### config.mk
export PLATFORM = sky130hd
export DESIGN_NAME = tick_sched_flat
export DESIGN_NICKNAME = d
export VERILOG_FILES = /design/src/rtl/tick_sched_pkg.sv /design/src/rtl/tick_sched_if.sv /design/src/rtl/tick_sched_chan.sv /design/src/rtl/tick_sched.sv /design/src/flat_wrapper.sv
export SDC_FILE = /design/constraint.sdc
export NUM_CORES = 1
export LEC_CHECK = 0
export CAP_MARGIN = 20
export CORE_UTILIZATION = 62
export CTS_CLUSTER_SIZE = 24
export DETAILED_ROUTE_END_ITERATION = 8
export PLACE_DENSITY = 0.82
export SLEW_MARGIN = 10
export SYNTH_ARGS = -nofsm -noshare
export SYNTH_HDL_FRONTEND = slang
export SYNTH_SLANG_ARGS = --single-unit
### constraint.sdc
create_clock -name clk_in -period 4.7 [get_ports clk_in]
set_input_delay 0.47 -clock clk_in [delete_from_list [all_inputs] [get_ports clk_in]]
set_output_delay 0.47 -clock clk_in [all_outputs]
set_load 0.1 [all_outputs]
### src/rtl/tick_sched_pkg.sv
// Shared types and constants for the tick_sched clock-enable scheduler.
// TICK_SCHED_FORCE_EN (optional) adds a forced-apply config bit; nothing here depends on it.
package tick_sched_pkg;

  localparam int DIV_W_DFLT = 16;
  localparam int CH_IDX_W   = 4;

  // The slot holds div at the package width; narrower DIV_W values are zero-extended into it.
  typedef struct packed {
    logic [CH_IDX_W-1:0]   ch;
    logic [DIV_W_DFLT-1:0] div;
    logic                  en;
  } tick_cfg_t;

  typedef enum logic {
    ST_IDLE = 1'b0,
    ST_PEND = 1'b1
  } slot_state_t;

endpackage

### src/rtl/tick_sched_if.sv
// Config request channel for tick_sched (valid/ready plus payload).
// With TICK_SCHED_FORCE_EN defined, the channel also carries cfg_force.
interface tick_sched_if
  import tick_sched_pkg::*;
#(
  parameter int DIV_W = DIV_W_DFLT
);

  logic                cfg_valid;
  logic                cfg_ready;
  logic [CH_IDX_W-1:0] cfg_ch;
  logic [DIV_W-1:0]    cfg_div;
  logic                cfg_en;

`ifdef TICK_SCHED_FORCE_EN
  logic                cfg_force;

  modport master (output cfg_valid, cfg_ch, cfg_div, cfg_en, cfg_force, input cfg_ready);
  modport slave  (input cfg_valid, cfg_ch, cfg_div, cfg_en, cfg_force, output cfg_ready);
`else
  modport master (output cfg_valid, cfg_ch, cfg_div, cfg_en, input cfg_ready);
  modport slave  (input cfg_valid, cfg_ch, cfg_div, cfg_en, output cfg_ready);
`endif

endinterface

### src/rtl/tick_sched_chan.sv
// One tick_sched channel: programmable divider producing a tick strobe and a 50% square wave.
// force_ld is only driven high when the top is built with TICK_SCHED_FORCE_EN.
module tick_chan #(
  parameter int DIV_W       = 16,
  parameter int DEFAULT_DIV = 0
) (
  input  logic             clk_in,
  input  logic             rst,
  input  logic             pre_tick,
  input  logic             apply,
  input  logic             force_ld,
  input  logic [DIV_W-1:0] new_div,
  input  logic             new_en,
  output logic             tick,
  output logic             clk_out,
  output logic             wrap,
  output logic             en
);

  logic [DIV_W-1:0] div_q;
  logic [DIV_W-1:0] cnt_q;
  logic             en_q;

  assign wrap = en_q && pre_tick && (cnt_q == div_q);
  assign en   = en_q;

  always_ff @(posedge clk_in) begin
    if (rst) begin
      div_q   <= DIV_W'(DEFAULT_DIV);
      cnt_q   <= '0;
      en_q    <= 1'b0;
      tick    <= 1'b0;
      clk_out <= 1'b0;
    end else if (apply && force_ld) begin
      // Forced load restarts the channel from a clean phase without a strobe.
      div_q   <= new_div;
      en_q    <= new_en;
      cnt_q   <= '0;
      tick    <= 1'b0;
      clk_out <= 1'b0;
    end else begin
      tick <= wrap;
      if (!en_q) begin
        cnt_q   <= '0;
        clk_out <= 1'b0;
      end else if (pre_tick) begin
        if (cnt_q == div_q) begin
          cnt_q   <= '0;
          clk_out <= ~clk_out;
        end else begin
          cnt_q <= cnt_q + 1'b1;
        end
      end
      // Boundary apply: the wrap's own tick/toggle above still takes effect.
      if (apply) begin
        div_q <= new_div;
        en_q  <= new_en;
        cnt_q <= '0;
        if (!new_en) begin
          clk_out <= 1'b0;
        end
      end
    end
  end

endmodule

### src/rtl/tick_sched.sv
// tick_sched top: shared prescaler, single pending config slot and per-channel dividers.
// Build with TICK_SCHED_FORCE_EN to add cfg_force (apply immediately, restart phase).
module tick_sched
  import tick_sched_pkg::*;
#(
  parameter int NCH         = 4,
  parameter int DIV_W       = DIV_W_DFLT,
  parameter int PRESCALE    = 4,
  parameter int DEFAULT_DIV = 0
) (
  input  logic           clk_in,
  input  logic           rst,
  tick_sched_if.slave    cfg,
  output logic [NCH-1:0] tick,
  output logic [NCH-1:0] clk_out,
  output logic           busy
);

  // state   | meaning
  // ST_IDLE | slot empty, cfg_ready high (outside reset)
  // ST_PEND | slot holds a config waiting for its channel boundary

  localparam int PCNT_W = (PRESCALE > 1) ? $clog2(PRESCALE) : 1;

  logic [PCNT_W-1:0] pcnt;
  logic              pre_tick;
  slot_state_t       state_q;
  slot_state_t       state_d;
  tick_cfg_t         slot_q;
  logic              take;
  logic              force_q;
  logic [NCH-1:0]    hit;
  logic [NCH-1:0]    apply;
  logic [NCH-1:0]    wrap;
  logic [NCH-1:0]    ch_en;

  assign pre_tick = (pcnt == PCNT_W'(PRESCALE - 1));

  always_ff @(posedge clk_in) begin
    if (rst) begin
      pcnt <= '0;
    end else if (pre_tick) begin
      pcnt <= '0;
    end else begin
      pcnt <= pcnt + 1'b1;
    end
  end

  always_ff @(posedge clk_in) begin
    if (rst) begin
      state_q <= ST_IDLE;
    end else begin
      state_q <= state_d;
    end
  end

  always_ff @(posedge clk_in) begin
    if (take) begin
      slot_q <= '{ch: cfg.cfg_ch, div: DIV_W_DFLT'(cfg.cfg_div), en: cfg.cfg_en};
    end
  end

`ifdef TICK_SCHED_FORCE_EN
  always_ff @(posedge clk_in) begin
    if (rst) begin
      force_q <= 1'b0;
    end else if (take) begin
      force_q <= cfg.cfg_force;
    end
  end
`else
  assign force_q = 1'b0;
`endif

  always_comb begin
    state_d       = state_q;
    cfg.cfg_ready = 1'b0;
    busy          = 1'b0;
    take          = 1'b0;
    case (state_q)
      ST_IDLE: begin
        cfg.cfg_ready = !rst;
        take          = cfg.cfg_valid && !rst;
        if (take) begin
          state_d = ST_PEND;
        end
      end
      ST_PEND: begin
        busy = 1'b1;
        // An out-of-range channel matches no hit bit and is simply dropped.
        if ((|apply) || !(|hit)) begin
          state_d = ST_IDLE;
        end
      end
      default: state_d = ST_IDLE;
    endcase
  end

  for (genvar i = 0; i < NCH; i++) begin : g_ch
    assign hit[i]   = (state_q == ST_PEND) && (slot_q.ch == CH_IDX_W'(i));
    assign apply[i] = hit[i] && (force_q || !ch_en[i] || wrap[i]);

    tick_chan #(
      .DIV_W       (DIV_W),
      .DEFAULT_DIV (DEFAULT_DIV)
    ) u_chan (
      .clk_in   (clk_in),
      .rst      (rst),
      .pre_tick (pre_tick),
      .apply    (apply[i]),
      .force_ld (force_q),
      .new_div  (DIV_W'(slot_q.div)),
      .new_en   (slot_q.en),
      .tick     (tick[i]),
      .clk_out  (clk_out[i]),
      .wrap     (wrap[i]),
      .en       (ch_en[i])
    );
  end

endmodule

### src/flat_wrapper.sv
// flat-port wrapper written by rule: the top's interface ports become plain ports
module tick_sched_flat import tick_sched_pkg::*;
#(
  parameter int NCH         = 4,
  parameter int DIV_W       = DIV_W_DFLT,
  parameter int PRESCALE    = 4,
  parameter int DEFAULT_DIV = 0
)
  (clk_in, rst, tick, clk_out, busy, cfg_cfg_valid, cfg_cfg_ch, cfg_cfg_div, cfg_cfg_en, cfg_cfg_ready);
  tick_sched_if #(.DIV_W(DIV_W)) cfg_i ();
  input  logic clk_in;
  input  logic rst;
  output logic [NCH-1:0] tick;
  output logic [NCH-1:0] clk_out;
  output logic busy;
  input wire logic [$bits(cfg_i.cfg_valid)-1:0] cfg_cfg_valid;
  input wire logic [$bits(cfg_i.cfg_ch)-1:0] cfg_cfg_ch;
  input wire logic [$bits(cfg_i.cfg_div)-1:0] cfg_cfg_div;
  input wire logic [$bits(cfg_i.cfg_en)-1:0] cfg_cfg_en;
  output wire logic [$bits(cfg_i.cfg_ready)-1:0] cfg_cfg_ready;
  assign cfg_i.cfg_valid = cfg_cfg_valid;
  assign cfg_i.cfg_ch = cfg_cfg_ch;
  assign cfg_i.cfg_div = cfg_cfg_div;
  assign cfg_i.cfg_en = cfg_cfg_en;
  assign cfg_cfg_ready = cfg_i.cfg_ready;
  tick_sched #(.NCH(NCH), .DIV_W(DIV_W), .PRESCALE(PRESCALE), .DEFAULT_DIV(DEFAULT_DIV)) u_core (.clk_in(clk_in), .rst(rst), .cfg(cfg_i), .tick(tick), .clk_out(clk_out), .busy(busy));
endmodule
; ---- Yosys cells after proc, flatten, opt, wreduce, memory -nomap -nowiden
; Cells that the tools add are included.
[word_totals]
regBits = 164
latchBits = 0
mem_bits_rw = 0
rom_bits = 0
wordCells = 113
memories = 0
[classes]
add_sub_neg = 5
n_mul = 0
div = 0
order_cmp = 0
eq_ne = 8
shift = 0
mux = 30
bitwise = 9
n_reduce_logical = 36
[ops]
columns = op, n
row1 = "16-bit by 1-bit adder with 16-bit output, second input constant", 4
row2 = 16-bit == test, 4
row3 = 16-bit 2-to-1 mux, 4
row4 = 1-bit 2-to-1 mux, 25
row5 = 1-bit logical AND, 17
row6 = 3-bit OR reduction, 4
row7 = 1-bit inverter, 9
row8 = "4-bit by 2-bit == test with 1-bit output, second input constant", 2
row9 = 4-bit OR reduction, 2
row10 = 1-bit zero test, 6
row11 = 1-bit logical OR, 5
row12 = "4-bit by 1-bit == test with 1-bit output, second input constant", 1
row13 = 4-bit zero test, 1
row14 = "2-bit by 1-bit adder with 2-bit output, second input constant", 1
row15 = "2-bit == test, second input constant", 1
row16 = 1-bit one-hot mux with 2 select lines, 1
row17 = 2-bit OR reduction, 1

; ---- Longest topological paths before layout
; Gate-level depths: netlist of run 1.
[depth]
depth_word = 9
mapped_depth = 9

; ---- By module
; From an unflattened synthesis of run 1, not the netlist that was laid out.
[unflattened]
cells_unflattened = 714
hier_area_um2 = 7066.8
[by_module_without_submodules]
columns = mod, n_inst, cells_per_inst, area_each_um2, seq_area_each_um2
row1 = tick_chan, 4, 166, 1556.5, 700.7
row2 = tick_sched, 1, 50, 840.8, 690.7

; ---- Worst setup path after synthesis of run 1
; No wires, ideal clock.
[synth_timing]
path_kind = in2reg
start = input port rst
end = register u_core.slot_q[0] (netlist name), enable pin
setup_time_ns = 0.376
arrival_ns = 2.791
t_required_ns = 4.324
setup_slack_ns = 1.533
cell_stages = 5
path_buffers = 2
path_cell_list = clkbuf_1 -> clkbuf_1 -> nor2_1 -> nand2_1 -> inv_1
[synth_between]
elab_chain_cells = 3
[synth_lines]
columns = element, line_no
row1 = start: declaration, flat_wrapper.sv:12  ; input logic rst;
row2 = 1-bit zero test, tick_sched.sv:83  ; take = cfg.cfg_valid && !rst;
row3 = 1-bit logical AND, tick_sched.sv:83
row4 = 1-bit 2-to-1 mux, tick_sched.sv:80  ; case (state_q)
row5 = via u_core.take, tick_sched.sv:30  ; logic take;
row6 = end signal: assignment, tick_sched.sv:59  ; slot_q <= '{ch: cfg.cfg_ch, div: DIV_W_DFLT'(cfg.cfg_div), en: cfg.cfg_en};
row7 = end: declaration, tick_sched.sv:29  ; tick_cfg_t slot_q;
; The timed path passes the listed nets, and every way through them passes these cells.
; A chain may end at the register's enable or synchronous reset.

; ---- Final worst setup path of run 1
[layout_timing]
start = register u_core.pcnt[0]
end = register u_core.g_ch[1].u_chan.div_q[9]
[layout_between]
elab_chain_cells = 5
[layout_lines]
columns = element, line_no
row1 = start: declaration, tick_sched.sv:25  ; logic [PCNT_W-1:0] pcnt;
row2 = start signal: assignment, tick_sched.sv:45  ; pcnt <= pcnt + 1'b1;
row3 = 2-bit == test, tick_sched.sv:37  ; assign pre_tick = (pcnt == PCNT_W'(PRESCALE - 1));
row4 = 1-bit logical AND (2 in series), tick_sched_chan.sv:24  ; assign wrap = en_q && pre_tick && (cnt_q == div_q);
row5 = 1-bit logical OR, tick_sched.sv:101  ; assign apply[i] = hit[i] && (force_q || !ch_en[i] || wrap[i]);
row6 = 1-bit logical AND, tick_sched.sv:101
row7 = end signal: assignment, tick_sched_chan.sv:29  ; div_q <= DIV_W'(DEFAULT_DIV);
row8 = end signal: assignment, tick_sched_chan.sv:36  ; div_q <= new_div;
row9 = end signal: assignment, tick_sched_chan.sv:56  ; div_q <= new_div;
row10 = end: declaration, tick_sched_chan.sv:20  ; logic [DIV_W-1:0] div_q;
; No other way between the ends.

==> results of run 1 <==
-- worst max-delay path by stage --
stage,endpoint,slack [ps],cells after the start
after floorplan,u_core.slot_q[0],1530,5
after global placement,u_core.g_ch[1].u_chan.div_q[15],2140,6
after detailed placement,u_core.g_ch[1].u_chan.div_q[11],2070,6
after CTS,u_core.g_ch[1].u_chan.div_q[9],2010,6
after global routing,u_core.g_ch[1].u_chan.div_q[9],1730,6
final,u_core.g_ch[1].u_chan.div_q[9],1960,6
-- cell type report --
type	instances	area [um2]	share of cell area
multi-input cells	528	3520	0.433
inverters	7	26.3	0.00324
clock inverters	10	109	0.0134
repair buffers	35	340	0.0419
well taps	143	179	0.0220
clock buffers	22	454	0.0559
flip-flops and latches	164	3490	0.430
-- power groups by stage --
stage	combinational (mW)	clock, mW	sequential [mW]
finish	0.100	1.33	1.46
global route	0.109	1.40	1.46
CTS	0.101	1.34	1.45
detailed placement	0.100	0	1.49
global placement	0.0975	0	1.48
floorplan	0.0635	0	1.48
-- per-layer routing --
metal | vias to the layer above | wire length, um | track usage
met5 | - | 0 | 0
li1 | 2491 | - | -
met4 | 0 | 532 | 0.122
met1 | 2429 | 6710 | 0.339
met2 | 114 | 7150 | 0.437
met3 | 37 | 545 | 0.0658
-- cells by family (layout without fill, tap and decap cells) --
kind of cell	Yosys count	after routing	synth area share
compound gates	19	19	0.0180
xor+xnor	125	125	0.152
fa+ha+maj	5	5	0.00863
buf+inv	44	74	0.0337
flops	164	164	0.482
mux	66	66	0.0912
simple gates	313	313	0.214
-- Yosys cell counts, types with 4 or more instances --
cell type | n | area, um2
nor3_1 | 6 | 30.0
buf_2 | 5 | 25.0
xor2_1 | 102 | 893
nand3_1 | 24 | 120
o21ai_0 | 4 | 20.0
clkbuf_1 | 15 | 56.3
and4_1 | 5 | 43.8
nand4_1 | 20 | 125
nand2b_1 | 41 | 257
nor4_1 | 14 | 87.6
dfxtp_1 | 143 | 2860
nand2_1 | 40 | 150
or3_1 | 6 | 37.5
mux2i_1 | 66 | 661
a21oi_1 | 9 | 45.0
and3_1 | 7 | 43.8
buf_4 | 10 | 75.1
edfxtp_1 | 21 | 631
ha_1 | 5 | 62.6
inv_1 | 7 | 26.3
xnor2_1 | 22 | 193
nor2_1 | 132 | 495
-- worst reg2reg max path, delay by kind of cell (launching register included) --
family | cells | cell delay [ps]
AOI/OAI and AO/OA | 1 | 840
adders and majority gates | 1 | 540
buffers and inverters | 1 | 370
DFF | 1 | 340
muxes | 1 | 300
and+or+nand+nor | 2 | 210
-- registers in the layout (all words and copies together) (netlist names) --
name                        count
u_core.g_ch.u_chan.en           4
u_core.slot_q                  21
u_core.pcnt                     2
u_core.g_ch.u_chan.clk_out      4
u_core.g_ch.u_chan.tick         4
u_core.g_ch.u_chan.div_q       64
u_core.state_q                  1
u_core.g_ch.u_chan.cnt_q       64
-- through the flow --
| step | hold WS (ps) | total power, mW | setup WS [ps] | std cells | util |
|---|---|---|---|---|---|
| finish | 393 | 2.89 | 1960 | 909 | 0.711 |
| global route | 421 | 2.97 | 1730 | 909 | 0.711 |
| CTS | 405 | 2.90 | 2010 | 909 | 0.711 |
| detailed placement | 418 | 1.59 | 2070 | 877 | 0.662 |
| global placement | 406 | 1.58 | 2140 | 877 | 0.662 |
| floorplan | 398 | 1.54 | 1530 | 736 | - |
==> reports/qor.csv, run 1 <==
metric,value,unit
outcome,"finished, final reports clean",
critical path class,register to register,
drt pass-1 iters,5,
worst r2r path cells,6,
Post-CTS Setup Bufs,0,
"Distinct cells, synth",45,
Worst setup startpoint,u_core.pcnt[0],
R2R Path End,u_core.g_ch[1].u_chan.div_q[9],
sequential area share after synthesis,0.482,
biggest cell delay along the critical path,840,ps
vias in the first global route,4944,
Final Skew,8.12,ps
synth warn,0,
number of synthesized flops with an enable pin,21,
Post-CTS Resized,0,
syn nets,765,
clk root buf,clkbuf_16,
first-pass GRT wire length,24.1,mm
largest net degree at the start of global routing,92,
Worst-Margin Slew,1090,ps
sequential share of power,0.504,
GPL Wtd Cong,0.858,
Critical Path Sink Type,register,
ys flop type,dfxtp_1,
GRT Total Usage,0.269,
layout overhead on the synthesized area,12.0,%
total negative slack,0,ps
Hold Path Cell Cnt,4,
"Setup violations, final",0,
Post-DP Area,0.00755,mm2
"critical path fanouts, max",21,
Nets,782,
"Cell Area, Synth",0.00725,mm2
Comb pwr share,0.035,
core footprint,0.0114,mm2
Port Buffers,33,
CP top delay family,compound AO/OA/AOI/OAI gates,
Leakage,3.11,nW
P_sw,0.618,mW
critical path startpoint category,register,
Internal Dissipation,2.27,mW
"Clk Latency, worst-skew pair",430,ps
Initial DRC Count,350,
final hold violation count,0,
slowest CP cell,o22ai_1,
share of layout cells above drive strength 1,0.0548,
"commonest non-fill, non-tap cell in the layout",dfxtp_1,
CTS Buf Count,17,
RSZ-0062 raised after global routing,no,
post-layout min period,2740,ps
Hold Crit Endpoint,u_core.state_q,
die area,0.0121,mm2
worst reg2reg setup slack,1960,ps
Slew Limit Fails,0,
Syn Inst Count,736,
Syn Area/Cell,9.85,um2
CTS Buffer Depth,2,
Die Wd,110,um
"antenna viol nets, final",0,
CTS Sinks,164,
Clock Power Share,0.462,
Post-Route WL,14.9,mm
clk slew on worst S/H paths,60,ps
initial antenna violation count,0,
die height,110,um
r2r startpoint,u_core.pcnt[0],
DR WL/cell,16.4,um
WP data required,4990,ps
Sw Share,0.214,
via/cell ratio,5.58,
"Design Area, Final",0.00812,mm2
Slew Limit Headroom,0.271,
synthesized flop and latch total,164,
asr flop ratio synth,0,
period utilization,0.583,
row count,39,
"commonest cells after routing, fill and taps aside","dfxtp_1, nor2_1, xor2_1, mux2i_1, nand2b_1",
Post-CTS Hold Fix Bufs,0,
crit path DAT,3030,ps
achievable clock frequency,365,MHz
Worst Hold Class,primary input to register,
effective utilization at floorplan,0.635,
vias after detailed routing,5071,
CP cell instances,ha_1 > buf_4 > nand4_1 > o22ai_1 > mux2i_1 > nor2_1,
DP HPWL,10.3,mm
DRC,0,
hold_sp,rst,
Overflow after GRT,0,
TritonCTS clock tree,yes,
Antenna diodes,0,
power per cell area,356,mW/mm2
MaxCap Viol Count,0,
maximum VDD drop,504,uV
worst path bufs/invs,1,
fillcell total,823,
# IOs,34,
CTS H-Tree Depth,4,
(Power assumes the default switching activity.)
==> run 2, diff against run 1 <==
- CORE_UTILIZATION: 62 -> 54
- PLACE_DENSITY: 0.82 -> 0.75
- clock period: 4.7 -> 2.2 ns (I/O delays scaled with it)
==> reports/qor.csv, run 2 (synthesis gave the netlist of run 1 again) <==
metric,value,unit,change
worst r2r path cells,7,,was 6
Post-CTS Setup Bufs,0,,unchanged
post-layout min period,2050,ps,was 2740 ps
Final Core Density,0.649,,was 0.711
Port Buffers,33,,unchanged
die area,0.0139,mm2,was 0.0121 mm2
effective utilization at floorplan,0.563,,was 0.635
dpl cells,919,,was 877
Slew Limit Fails,0,,unchanged
clk slew on worst S/H paths,60,ps,about the same
period utilization,0.933,,was 0.583
Slew Limit Headroom,0.690,,was 0.271
Worst setup startpoint,u_core.slot_q[20],,was u_core.pcnt[0]
hold_sp,rst,,unchanged
vias in the first global route,5238,,was 4944
CTS H-Tree Depth,4,,unchanged
vias after detailed routing,5193,,was 5071
Overflow after GRT,0,,unchanged
Finished Layout Cells,951,,was 909
row count,41,,was 39
drt pass-1 iters,6,,was 5
DR WL/cell,16.8,um,was 16.4 um
critical path startpoint category,register,,unchanged
CP Depth,7,,was 6
TritonCTS clock tree,yes,,unchanged
Leakage,3.24,nW,was 3.11 nW
WP data required,2480,ps,was 4990 ps
# IOs,34,,unchanged
"Clk Latency, worst-skew pair",420,ps,was 430 ps
Hold Path Cell Cnt,2,,was 4
via/cell ratio,5.46,,was 5.58
GPL Wtd Cong,0.826,,was 0.858
CP cell instances,or3b_1 > nor3b_2 > nand4_1 > o22ai_2 > buf_6 > mux2i_1 > nor2_1,,was ha_1 > buf_4 > nand4_1 > o22ai_1 > mux2i_1 > nor2_1
Antenna diodes,0,,unchanged
clk root buf,clkbuf_16,,unchanged
CTS Buffer Depth,2,,unchanged
CP top delay family,simple AND/OR/NAND/NOR gates,,was compound AO/OA/AOI/OAI gates
total negative slack,0,ps,unchanged
crit path DAT,2330,ps,was 3030 ps
CTS Sinks,164,,unchanged
CTS Buf Count,17,,unchanged
power per cell area,765,mW/mm2,was 356 mW/mm2
Post-Route WL,16.0,mm,was 14.9 mm
Final Skew,4.79,ps,was 8.12 ps
DRC,0,,unchanged
DP HPWL,11.1,mm,was 10.3 mm
Top Registers,"u_core.g_ch.u_chan.cnt_q (64), u_core.g_ch.u_chan.div_q (64), u_core.slot_q (21)",,unchanged
worst path bufs/invs,1,,unchanged
MaxCap Viol Count,0,,unchanged
layout overhead on the synthesized area,15.3,%,was 12.0%
Critical Path Sink Type,register,,unchanged
"Setup violations, final",0,,unchanged
"antenna viol nets, final",0,,unchanged
"Design Area, Final",0.00835,mm2,was 0.00812 mm2
GRT Total Usage,0.238,,was 0.269
largest net degree at the start of global routing,50,,was 92
share of layout cells above drive strength 1,0.0924,,was 0.0548
critical path class,register to register,,unchanged
first-pass GRT wire length,25.8,mm,was 24.1 mm
core footprint,0.0129,mm2,was 0.0114 mm2
Die Wd,118,um,was 110 um
Post-DP Area,0.00772,mm2,was 0.00755 mm2
r2r startpoint,u_core.slot_q[20],,was u_core.pcnt[0]
Worst Hold Class,primary input to register,,unchanged
final hold violation count,0,,unchanged
outcome,"finished, final reports clean",,unchanged
"commonest non-fill, non-tap cell in the layout",dfxtp_1,,unchanged
Nets,795,,was 782
initial antenna violation count,0,,unchanged
slowest CP cell,or3b_1,,was o22ai_1
Tot Pwr,6.39,mW,was 2.89 mW
maximum VDD drop,540,uV,was 504 uV
biggest cell delay along the critical path,470,ps,was 840 ps
Initial DRC Count,291,,was 350
achievable clock frequency,487,MHz,was 365 MHz
"commonest cells after routing, fill and taps aside","dfxtp_1, nor2_1, xor2_1, mux2i_1, nand2b_1",,unchanged
"critical path fanouts, max",9,,was 21
fillcell total,1011,,was 823
die height,118,um,was 110 um
Worst-Margin Slew,465,ps,was 1090 ps
run 2: changes by cell type in the layout (fill, tap and decap cells not counted), moves of 2 or more:
cell / delta
clkdlybuf4s50_1: -10
clkinv_2: +2
buf_4: +18
buf_12: +4
clkbuf_1: -2
run 2: routing by layer:
metal / track usage / vias up / part of all wire
met2: 0.393 / 142 / 0.48
met1: 0.305 / 2510 / 0.45
met4: 0.0833 / 0 / 0.019
li1: - / 2512 / -
met3: 0.0547 / 29 / 0.047
met5: 0 / - / 0
run 2: stage by stage:
step | setup slack, ps | hold slack (ps)
after global routing | -0.904 | 263
final | 146 | 235
after global placement | 248 | 405
after floorplan | 122 | 319
after CTS | 72.6 | 219
after detailed placement | 145 | 425
run 2: timing repair:
item / 4_1_cts / 5_1_grt
gates resized for setup: 0 / 3
hold buffers: 0 / 0
endpoints found under the setup margin: 0 / 16
run 2: layout make-up:
type	instances	area, um2	share of cell area
clock buffer	22	485	0.0581
sequential	164	3500	0.419
tap	172	215	0.0258
clock inverter	10	128	0.0153
timing repair buffer	48	467	0.0559
inverter	7	26.3	0.00315
multi-input combinational	528	3530	0.423
run 2: path summary, 6_finish.rpt:
kind | to | slack, ps
setup reg to reg | u_core.g_ch[1].u_chan.div_q[14] | 150
hold / removal | u_core.g_ch[0].u_chan.en | 230
hold reg to reg | u_core.pcnt[0] | 440
setup / recovery | u_core.g_ch[1].u_chan.div_q[14] | 150
run 2: where the power goes:
part / total [mW] / internal, mW / switching (mW)
logic: 0.235 / 0.107 / 0.128
clock network: 3.05 / 1.90 / 1.15
registers: 3.11 / 3.07 / 0.0441
total: 6.39 / 5.07 / 1.32
